--- src/rtl/ca_pkg.sv ---
// Shared types and constants for the cellular-automaton frame sequencer.
package ca_pkg;

    typedef enum logic [1:0] {
        SEED   = 2'd0,
        RUN    = 2'd1,
        PAUSED = 2'd2
    } state_t;

    localparam logic [15:0] LFSR_TAPS = 16'hB400;
    localparam logic [15:0] LFSR_INIT = 16'hACE1;

    localparam logic [7:0] RULE_TABLE [8] = '{
        8'd30, 8'd110, 8'd90, 8'd184,
        8'd54, 8'd150, 8'd73, 8'd45
    };

    function automatic logic [15:0] lfsr_step(
        input logic [15:0] s
    );
        return s[0] ? ((s >> 1) ^ LFSR_TAPS) : (s >> 1);
    endfunction

endpackage

--- src/rtl/ca_btn_edge.sv ---
// Button synchroniser with press detection sampled only on frame ticks,
// so contact bounce shorter than a frame never produces a second press.
module ca_btn_edge (
    input  logic clk,
    input  logic reset,
    input  logic tick,
    input  logic raw,
    output logic press
);

    logic meta;
    logic sync;
    logic prev;

    always_ff @(posedge clk or posedge reset) begin
        if (reset) begin
            meta <= 1'b0;
            sync <= 1'b0;
            prev <= 1'b0;
        end else begin
            meta <= raw;
            sync <= meta;
            if (tick) prev <= sync;
        end
    end

    assign press = tick & sync & ~prev;

endmodule

--- src/rtl/ca_frame_sequencer.sv ---
// Per-frame controller: rule selection, reseeding and scroll freeze
// for the 1-D cellular-automaton datapath.
module ca_frame_sequencer
    import ca_pkg::*;
#(
    parameter int NUM_RULES   = 8,
    parameter int AUTO_FRAMES = 600,
    parameter int SEED_FRAMES = 1
) (
    input  logic                         clk,
    input  logic                         reset,
    input  logic                         frame_tick,
    input  logic                         btn_next,
    input  logic                         btn_pause,
    input  logic                         btn_reseed,
    input  logic                         auto_en,
    input  logic                         seed_rand,
    output logic [7:0]                   rule,
    output logic [$clog2(NUM_RULES)-1:0] rule_idx,
    output logic                         seed_load,
    output logic                         seed_mode,
    output logic [15:0]                  seed_bits,
    output logic                         scroll_en,
    output logic                         paused
);

    localparam int IW = $clog2(NUM_RULES);
    localparam int CW = $clog2(AUTO_FRAMES + 1);
    localparam int SW = $clog2(SEED_FRAMES + 1);
    localparam logic [IW-1:0] IDX_LAST  = IW'(NUM_RULES - 1);
    localparam logic [CW-1:0] CNT_LAST  = CW'(AUTO_FRAMES - 1);
    localparam logic [SW-1:0] SEED_LAST = SW'(SEED_FRAMES);

    state_t        state, state_n;
    logic [IW-1:0] idx_q, idx_n;
    logic [CW-1:0] cnt_q, cnt_n;
    logic [SW-1:0] scnt_q, scnt_n;
    logic [15:0]   lfsr_q;
    logic [1:0]    sw_m, sw_s;
    logic          latch;
    logic          p_next, p_pause, p_reseed;

    ca_btn_edge u_next (
        .clk(clk), .reset(reset), .tick(frame_tick),
        .raw(btn_next), .press(p_next)
    );
    ca_btn_edge u_pause (
        .clk(clk), .reset(reset), .tick(frame_tick),
        .raw(btn_pause), .press(p_pause)
    );
    ca_btn_edge u_reseed (
        .clk(clk), .reset(reset), .tick(frame_tick),
        .raw(btn_reseed), .press(p_reseed)
    );

    function automatic logic [IW-1:0] inc_idx(
        input logic [IW-1:0] i
    );
        return (i == IDX_LAST) ? '0 : i + 1'b1;
    endfunction

    always_comb begin
        state_n = state;
        idx_n   = idx_q;
        cnt_n   = cnt_q;
        scnt_n  = scnt_q;
        latch   = 1'b0;
        if (frame_tick) begin
            if (p_reseed) begin
                // The frame that starts now is the first full seed frame.
                state_n = SEED;
                scnt_n  = SW'(1);
                latch   = 1'b1;
            end else begin
                case (state)
                    SEED: begin
                        if (scnt_q >= SEED_LAST) state_n = RUN;
                        else scnt_n = scnt_q + 1'b1;
                    end
                    RUN: begin
                        if (p_next) begin
                            idx_n = inc_idx(idx_q);
                            cnt_n = '0;
                        end else if (p_pause) begin
                            state_n = PAUSED;
                        end else if (sw_s[1]) begin
                            if (cnt_q == CNT_LAST) begin
                                idx_n = inc_idx(idx_q);
                                cnt_n = '0;
                            end else begin
                                cnt_n = cnt_q + 1'b1;
                            end
                        end
                    end
                    PAUSED: begin
                        if (p_next) begin
                            idx_n = inc_idx(idx_q);
                            cnt_n = '0;
                        end else if (p_pause) begin
                            state_n = RUN;
                        end
                    end
                    default: state_n = SEED;
                endcase
            end
        end
    end

    always_ff @(posedge clk or posedge reset) begin
        if (reset) begin
            state     <= SEED;
            idx_q     <= '0;
            rule      <= RULE_TABLE[0];
            cnt_q     <= '0;
            scnt_q    <= '0;
            seed_mode <= 1'b0;
            seed_bits <= LFSR_INIT;
            lfsr_q    <= LFSR_INIT;
            sw_m      <= 2'b00;
            sw_s      <= 2'b00;
        end else begin
            lfsr_q <= lfsr_step(lfsr_q);
            sw_m   <= {auto_en, seed_rand};
            sw_s   <= sw_m;
            state  <= state_n;
            idx_q  <= idx_n;
            rule   <= RULE_TABLE[idx_n];
            cnt_q  <= cnt_n;
            scnt_q <= scnt_n;
            if (latch) begin
                seed_mode <= sw_s[0];
                seed_bits <= lfsr_q;
            end
        end
    end

    assign rule_idx  = idx_q;
    assign seed_load = (state == SEED);
    assign scroll_en = (state == RUN);
    assign paused    = (state == PAUSED);

endmodule
--- config.mk ---
export PLATFORM = sky130hd
export DESIGN_NAME = ca_frame_sequencer
export DESIGN_NICKNAME = d
export VERILOG_FILES = /design/src/rtl/ca_pkg.sv /design/src/rtl/ca_btn_edge.sv /design/src/rtl/ca_frame_sequencer.sv
export SDC_FILE = /design/constraint.sdc
export NUM_CORES = 1
export LEC_CHECK = 0
export CAP_MARGIN = 25
export CELL_PAD_IN_SITES_DETAIL_PLACEMENT = 2
export CELL_PAD_IN_SITES_GLOBAL_PLACEMENT = 2
export CORE_MARGIN = 1.5
export CORE_UTILIZATION = 30
export DETAILED_ROUTE_END_ITERATION = 10
export PLACE_DENSITY_LB_ADDON = 0.15
export REMOVE_ABC_BUFFERS = 1
export SLEW_MARGIN = 25
export SYNTH_ARGS = -nofsm -noshare
export SYNTH_HDL_FRONTEND = slang
export SYNTH_HIERARCHICAL = 1
export SYNTH_SLANG_ARGS = --single-unit
--- constraint.sdc ---
create_clock -name clk -period 3.4 [get_ports clk]
set_clock_uncertainty 0.05 [all_clocks]
set_input_delay 1.02 -clock clk [delete_from_list [all_inputs] [get_ports clk]]
set_output_delay 1.02 -clock clk [all_outputs]
set_load 0.02 [all_outputs]
### Word-level counts from Yosys, hierarchy flattened

Memories as Yosys holds them, arrays and structs flattened. A register that Yosys moved wholly into a read port is not among the register bits.
Index checks and enable logic that the tools add are counted.

| word-level totals | value |
|---|---|
| bits of input ports | 8 |
| register bits after elaboration | 62 |
| output and inout port bits | 31 |
| ROM bits | 64 |
| latch bits | 0 |
| logic and storage cells | 82 |
| bits in writable memories | 0 |
| memories | 1 |

| cells by class | value |
|---|---|
| divide/modulo/power cells | 0 |
| $mul | 0 |
| $add $sub $neg | 3 |
| bitwise gates (word level) | 12 |
| reductions and logical operators | 6 |
| eq/ne operators | 13 |
| muxes and demuxes | 28 |
| order comparisons | 1 |
| shift operators | 0 |

Memories:

| name | depth | width | rd ports | clocked after Yosys merged registers in | wr ports | line | RTL |
|---|---|---|---|---|---|---|---|
| (no name shown) | 8 | 8 | 1 | 1 | 0 | ca_frame_sequencer.sv:127 | `rule <= RULE_TABLE[idx_n];` |

Operators with widths:

| operator | count |
|---|---|
| 10-bit two-way mux | 5 |
| 3-bit two-way mux | 8 |
| 10-bit case mux with 2 select lines | 1 |
| 16-bit two-way mux | 1 |
| 2-bit two-way mux | 6 |
| 3-bit by 1-bit != test with 1-bit output, second input constant | 4 |
| 6-bit AND reduction | 2 |
| 10-bit by 1-bit adder with 10-bit output, second input constant | 1 |
| 10-bit == test, second input constant | 1 |
| 3-bit NOT with 4-bit output | 2 |
| 1-bit AND | 6 |
| 3-bit by 2-bit != test with 1-bit output, second input constant | 2 |
| 2-bit case mux with 3 select lines | 1 |
| 3-bit case mux with 2 select lines | 1 |
| 1-bit two-way mux | 5 |
| 1-bit NOT | 4 |
| 2-bit nonzero test | 2 |
| 3-bit by 1-bit adder with 3-bit output, second input constant | 1 |
| 3-bit == test, second input constant | 1 |
| 3-bit != test, second input constant | 1 |
| 3-bit AND reduction | 1 |
| 2-bit by 1-bit == test with 1-bit output, second input constant | 1 |
| 2-bit == test, second input constant | 1 |
| 2-bit logical NOT | 1 |
| other kinds (4) | 4 |

### Logic depth before layout (Yosys ltp)

| logic depth | value |
|---|---|
| word-level depth | 10 |
| mapped depth | 9 |
| mapped depth without buffers | 9 |

### Hierarchy

Netlist, hierarchy kept.

By module, submodules not included:

| module | area each (um2) | cells an instance | sequential area each (um2) | instances |
|---|---|---|---|---|
| ca_frame_sequencer | 2,602.5 | 196 | 1,551.5 | 1 |
| ca_btn_edge | 103.8 | 6 | 75.1 | 3 |

### Worst setup path after synthesis

Ideal clock, no wire load.

| timing path | value |
|---|---|
| path kind | input to register |
| start | input port frame_tick |
| end | register rule[6] |
| arrival | 2.768 ns |
| path buffers | 1 |
| setup slack | 0.457 ns |
| required time | 3.225 ns |
| stages on the path | 7 |
| path through | and3b_2 -> clkbuf_1 -> or4bb_1 -> o21ai_0 -> a211o_1 -> ha_1 -> mux2_4 |

| between the ends | value |
|---|---|
| word-level cells in the longest chain between the ends | 8 |

Ends and longest elaborated chain:

| item | line | RTL |
|---|---|---|
| start, declared | ca_frame_sequencer.sv:12 | `input logic frame_tick,` |
| 1-bit AND (2 in a row) | ca_btn_edge.sv:27 | `assign press = tick & sync & ~prev;` |
| 3-bit two-way mux | ca_frame_sequencer.sv:84 | `end else if (p_pause) begin` |
| 3-bit two-way mux | ca_frame_sequencer.sv:81 | `if (p_next) begin` |
| 3-bit case mux with 2 select lines | ca_frame_sequencer.sv:75 | `case (state)` |
| 3-bit two-way mux | ca_frame_sequencer.sv:69 | `if (p_reseed) begin` |
| 3-bit two-way mux (*) | ca_frame_sequencer.sv:68 | `if (frame_tick) begin` |
| 3-bit NOT with 4-bit output (not written as such) (*) | ca_frame_sequencer.sv:127 |  |
| end, declared | ca_frame_sequencer.sv:18 | `output logic [7:0] rule,` |

Mark *: on every way between the ends. The rest lies on a longest branch, timed or not.
A chain may end at the register's enable or synchronous reset.

### Worst setup path in the final report

| timing path | value |
|---|---|
| start | input port frame_tick |
| end | register rule[7] |

RTL lines:

| item | line | RTL |
|---|---|---|
| 1-bit AND (2 in a row) | ca_btn_edge.sv:27 |  |
| net p_reseed | ca_frame_sequencer.sv:41 | `logic p_next, p_pause, p_reseed;` |
| 3-bit two-way mux | ca_frame_sequencer.sv:69 |  |
| 3-bit two-way mux | ca_frame_sequencer.sv:68 |  |
| net idx_n[1] | ca_frame_sequencer.sv:35 | `logic [IW-1:0] idx_q, idx_n;` |
| 3-bit NOT with 4-bit output (not written as such) | ca_frame_sequencer.sv:127 |  |

The timed path passes the listed nets, and every way through them passes these cells.

==> run_results.csv <==
group,metric,value,unit
pwr,power.total,2.827,mW
timing,finalCriticalPeriod,3.175,ns
detailed_routing,drc,0,
setup_path,crit_type,"in2reg",
die,core-area,0.009328,sq mm
timing,rsz0062_at_grt,"no",
clocking,post_cts_resized,0,
setup_path,worstReg2RegStart,"state[0]",
synthesis,netlist.area_leader.share,42.94,%
synthesis,synthArstFlopShare,100.0,%
clocking,post_cts.repair.setup_buffers,0,
synthesis,avgSynthCellArea,13.62,sq um
hold_path,holdPathEnd,"u_reseed/sync",
synthesis,synth_edf_count,0,
clocking,tritoncts,"yes",
detailed_routing,route.vias.total,1883,
setup_path,worstPathCellList,"clkdlybuf4s50_1, and3b_2, nand3b_1, buf_4, nor3b_2, a221o_2, inv_1, ha_1, mux2_4",
die,initial_utilization,31.24,%
synthesis,synthMuxAreaShare,11.21,%
pwr,leakage,1.730,nW
timing,finalCritPeriodShare,93.40,%
die,io_pins,39,
timing,max_slew.worst_pin.slew,0.4029,ns
synthesis,ys_seq_area_share,60.97,%
synthesis,ys_ff_latch,70,
detailed_routing,postRouteAntennaNets,0,
clocking,clk_path_buf_depth,2,
timing,final.setup.worst_slack,0.2245,ns
clocking,hold_buffers,0,
timing,hold_viol_final,0,
synthesis,yosys_warnings,6,
synthesis,yosys.area_share.simple,9.875,%
timing,finalMaxSlewViolations,0,
clocking,numCtsBuffers,9,
setup_path,r2r-end,"rule[6]",
setup_path,cp-start-kind,"input pin",
hold_path,min_delay_path_depth,0,
cells_and_area,antennaDiodeCount,0,
synthesis,ys.flop_type,"dfrtp_1",
synthesis,netlist-cell-type-count,40,
setup_path,cp_data_arrival_time,3.36,ns
global_routing,antenna_found_initial,0,
clocking,ctsRootBufferMaster,"clkbuf_8",
synthesis,yosys.area_share.adder,5.582,%
setup_path,cp_slowest_cell,"clkdlybuf4s50_1",
timing,finalSetupTns,0,ns
clocking,cts_sinks,70,
die,rows,35,
pwr,clkPwrFrac,29.5,%
clocking,insertion_delay,0.35,ns
detailed_routing,drt_pre_antenna_iters,2,
synthesis,synth_compound_area_share,7.815,%
setup_path,cp-end-kind,"flop",
detailed_routing,totalWireLength,6520,um
synthesis,synth_top_cells_by_area,"dfrtp_1 43%, dfstp_2 18%, mux2_2 6.6%, ha_1 5.6%, mux2_4 2.6%",
hold_path,hold_start,"u_reseed/meta",
detailed_routing,wl_per_cell,15.94,um
pwr,switchingPower,0.9200,mW
outcome,outcome,"finished, final reports clean",
pwr,combPwrFrac,34.1,%
placed_design,place.gp.congestion,0.8142,
synthesis,synth_area,0.002914,sq mm
pwr,p_int,1.907,mW
global_routing,grt_usage,14.07,%
pwr,vdd_drop_max,0.3998,mV
synthesis,synth_top_family_by_area,"multiplexers",
clocking,cts.clk_slew.worst_paths,0.08,ns
pwr,p_sw_share,32.55,%
cells_and_area,area_growth,30.70,%
synthesis,netlist_instances,214,
cells_and_area,drive_gt1_share,31.43,%
setup_path,regToRegSetupSlack,0.72,ns
detailed_routing,drtIter0Drc,20,
job,max-cap-violations,0,
timing,slew_headroom,72.85,%
synthesis,synth_xor_area_share,1.803,%
placed_design,detailed_place_hpwl,4359,um
global_routing,grt_pass1_vias,2116,
die,die_h,101.6,um
setup_path,crit_path_max_incr_delay,0.49,ns
detailed_routing,via_per_inst,4.604,
die,dieArea,0.01031,sq mm
placed_design,post-place-ws,-0.1123,ns
pwr,pwr-share-seq,36.3,%
setup_path,worstPathRequired,3.59,ns
timing,finalSetupViolations,0,
global_routing,overflow,0,
clocking,htree_levels,3,
global_routing,grt_start_max_net_pins,62,
die,die_x,101.6,um
setup_path,crit_start,"frame_tick",
setup_path,cp_max_fo,8,
global_routing,grt_pass1_wl,10930,um
pwr,power.density,742.2,mW/mm^2
cells_and_area,final_nets,296,
timing,fmax,314.9,MHz
hold_path,hold_path_class,"reg2reg",
placed_design,numPortBuffers,38,
setup_path,r2r_cells,7,
synthesis,synth_top_area_cell,"dfrtp_1",
==> state kept, by name (all words and copies together) (netlist names), 2 cells and up <==
| name | count |
|---|---|
| lfsr_q | 16 |
| seed_bits | 16 |
| cnt_q | 10 |
| rule | 8 |
| rule_idx | 3 |
| state | 2 |
| sw_m | 2 |
| sw_s | 2 |
==> cell type report <==
| cell class | instances | area [sq um] |
|---|---|---|
| Fill cell | 946 | 5519 |
| Sequential cell | 70 | 1777 |
| Multi-Input combinational cell | 127 | 1057 |
| Timing Repair Buffer | 56 | 528.0 |
| Tap cell | 129 | 161.4 |
| Clock buffer | 9 | 123.9 |
| Clock inverter | 7 | 120.1 |
| Inverter | 11 | 41.29 |
==> cell usage after synthesis (all sizes together), types with 3 or more instances <==
library cell	count
nand2b	4
xor2	6
nor2	8
nand3	4
nand2	8
dfrtp	50
dfstp	20
mux2	22
clkbuf	3
and3b	3
o31ai	4
buf	3
a21oi	5
and2	3
o21ai	15
mux2i	6
inv	11
ha	13
nor2b	5
==> per-layer routing <==
layer  global-route usage [%]  wire length (um)  vias up
li1                         -                 -      866
met1                    18.35              3027      980
met2                    23.03              3247       29
met3                    3.727               169        8
met4                    4.167                76        0
met5                        0                 0        -
==> how the worst max path moves through the flow <==
stage,end
after floorplan,rule[6]
after global placement,rule[6]
after CTS,rule[6]
final,rule[7]
after detailed placement,rule[6]
after global routing,rule[6]
==> logic make-up (layout without fill, tap and decap cells) <==
group	after synthesis	in the layout
buffers and inverters	17	83
multiplexers	28	28
adder cells (fa/ha/maj)	13	13
AND/OR/NAND/NOR	46	46
AO/OA/AOI/OAI	34	34
flip-flops	70	70
XOR/XNOR	6	6
==> stage by stage <==
step	instance area [sq um]	std cells	util [%]	hold slack [ns]
3_3_place_gp	3565	393	38.22	0.2833
6_report	3809	409	40.83	0.2968
2_1_floorplan	2875	208	-	0.2812
3_5_place_dp	3565	393	38.22	0.2881
5_1_grt	3809	409	40.83	0.2982
4_1_cts	3809	409	40.83	0.3034
==> critical path: cells and delay by family <==
kind | cells | cell delay, ns
fa+ha+maj | 1 | 0.21
mux | 1 | 0.26
buf+inv | 3 | 0.78
compound gates | 1 | 0.31
simple gates | 3 | 0.78
==> cells in the final DEF, fill, tap and decap left out, drive strengths merged, types with 2 or more instances in the layout <==
cell | netlist | routed
and2 | 3 | 3
nand2 | 8 | 8
o21ai | 15 | 15
xor2 | 6 | 6
clkbuf | 3 | 9
nor2b | 5 | 5
nor3b | 2 | 2
o211ai | 2 | 2
nand2b | 4 | 4
mux2i | 6 | 6
nor2 | 8 | 8
bufinv | 0 | 3
buf | 3 | 18
a211o | 2 | 2
inv | 11 | 13
a221o | 2 | 2
clkdlybuf4s50 | 0 | 38
mux2 | 22 | 22
a21oi | 5 | 5
o31ai | 4 | 4
dfrtp | 50 | 50
nand4 | 2 | 2
ha | 13 | 13
dfstp | 20 | 20
nand3 | 4 | 4
and3b | 3 | 3
==> power groups by stage <==
stage	sequential [mW]	combinational, mW	clock [mW]
6_report	1.03	0.965	0.835
3_5_place_dp	1.04	0.975	0
4_1_cts	1.03	0.994	0.866
3_3_place_gp	1.04	0.944	0
2_1_floorplan	1.10	0.480	0
5_1_grt	1.04	1.08	0.896
Note: power is estimated with default switching activity, not from simulation.
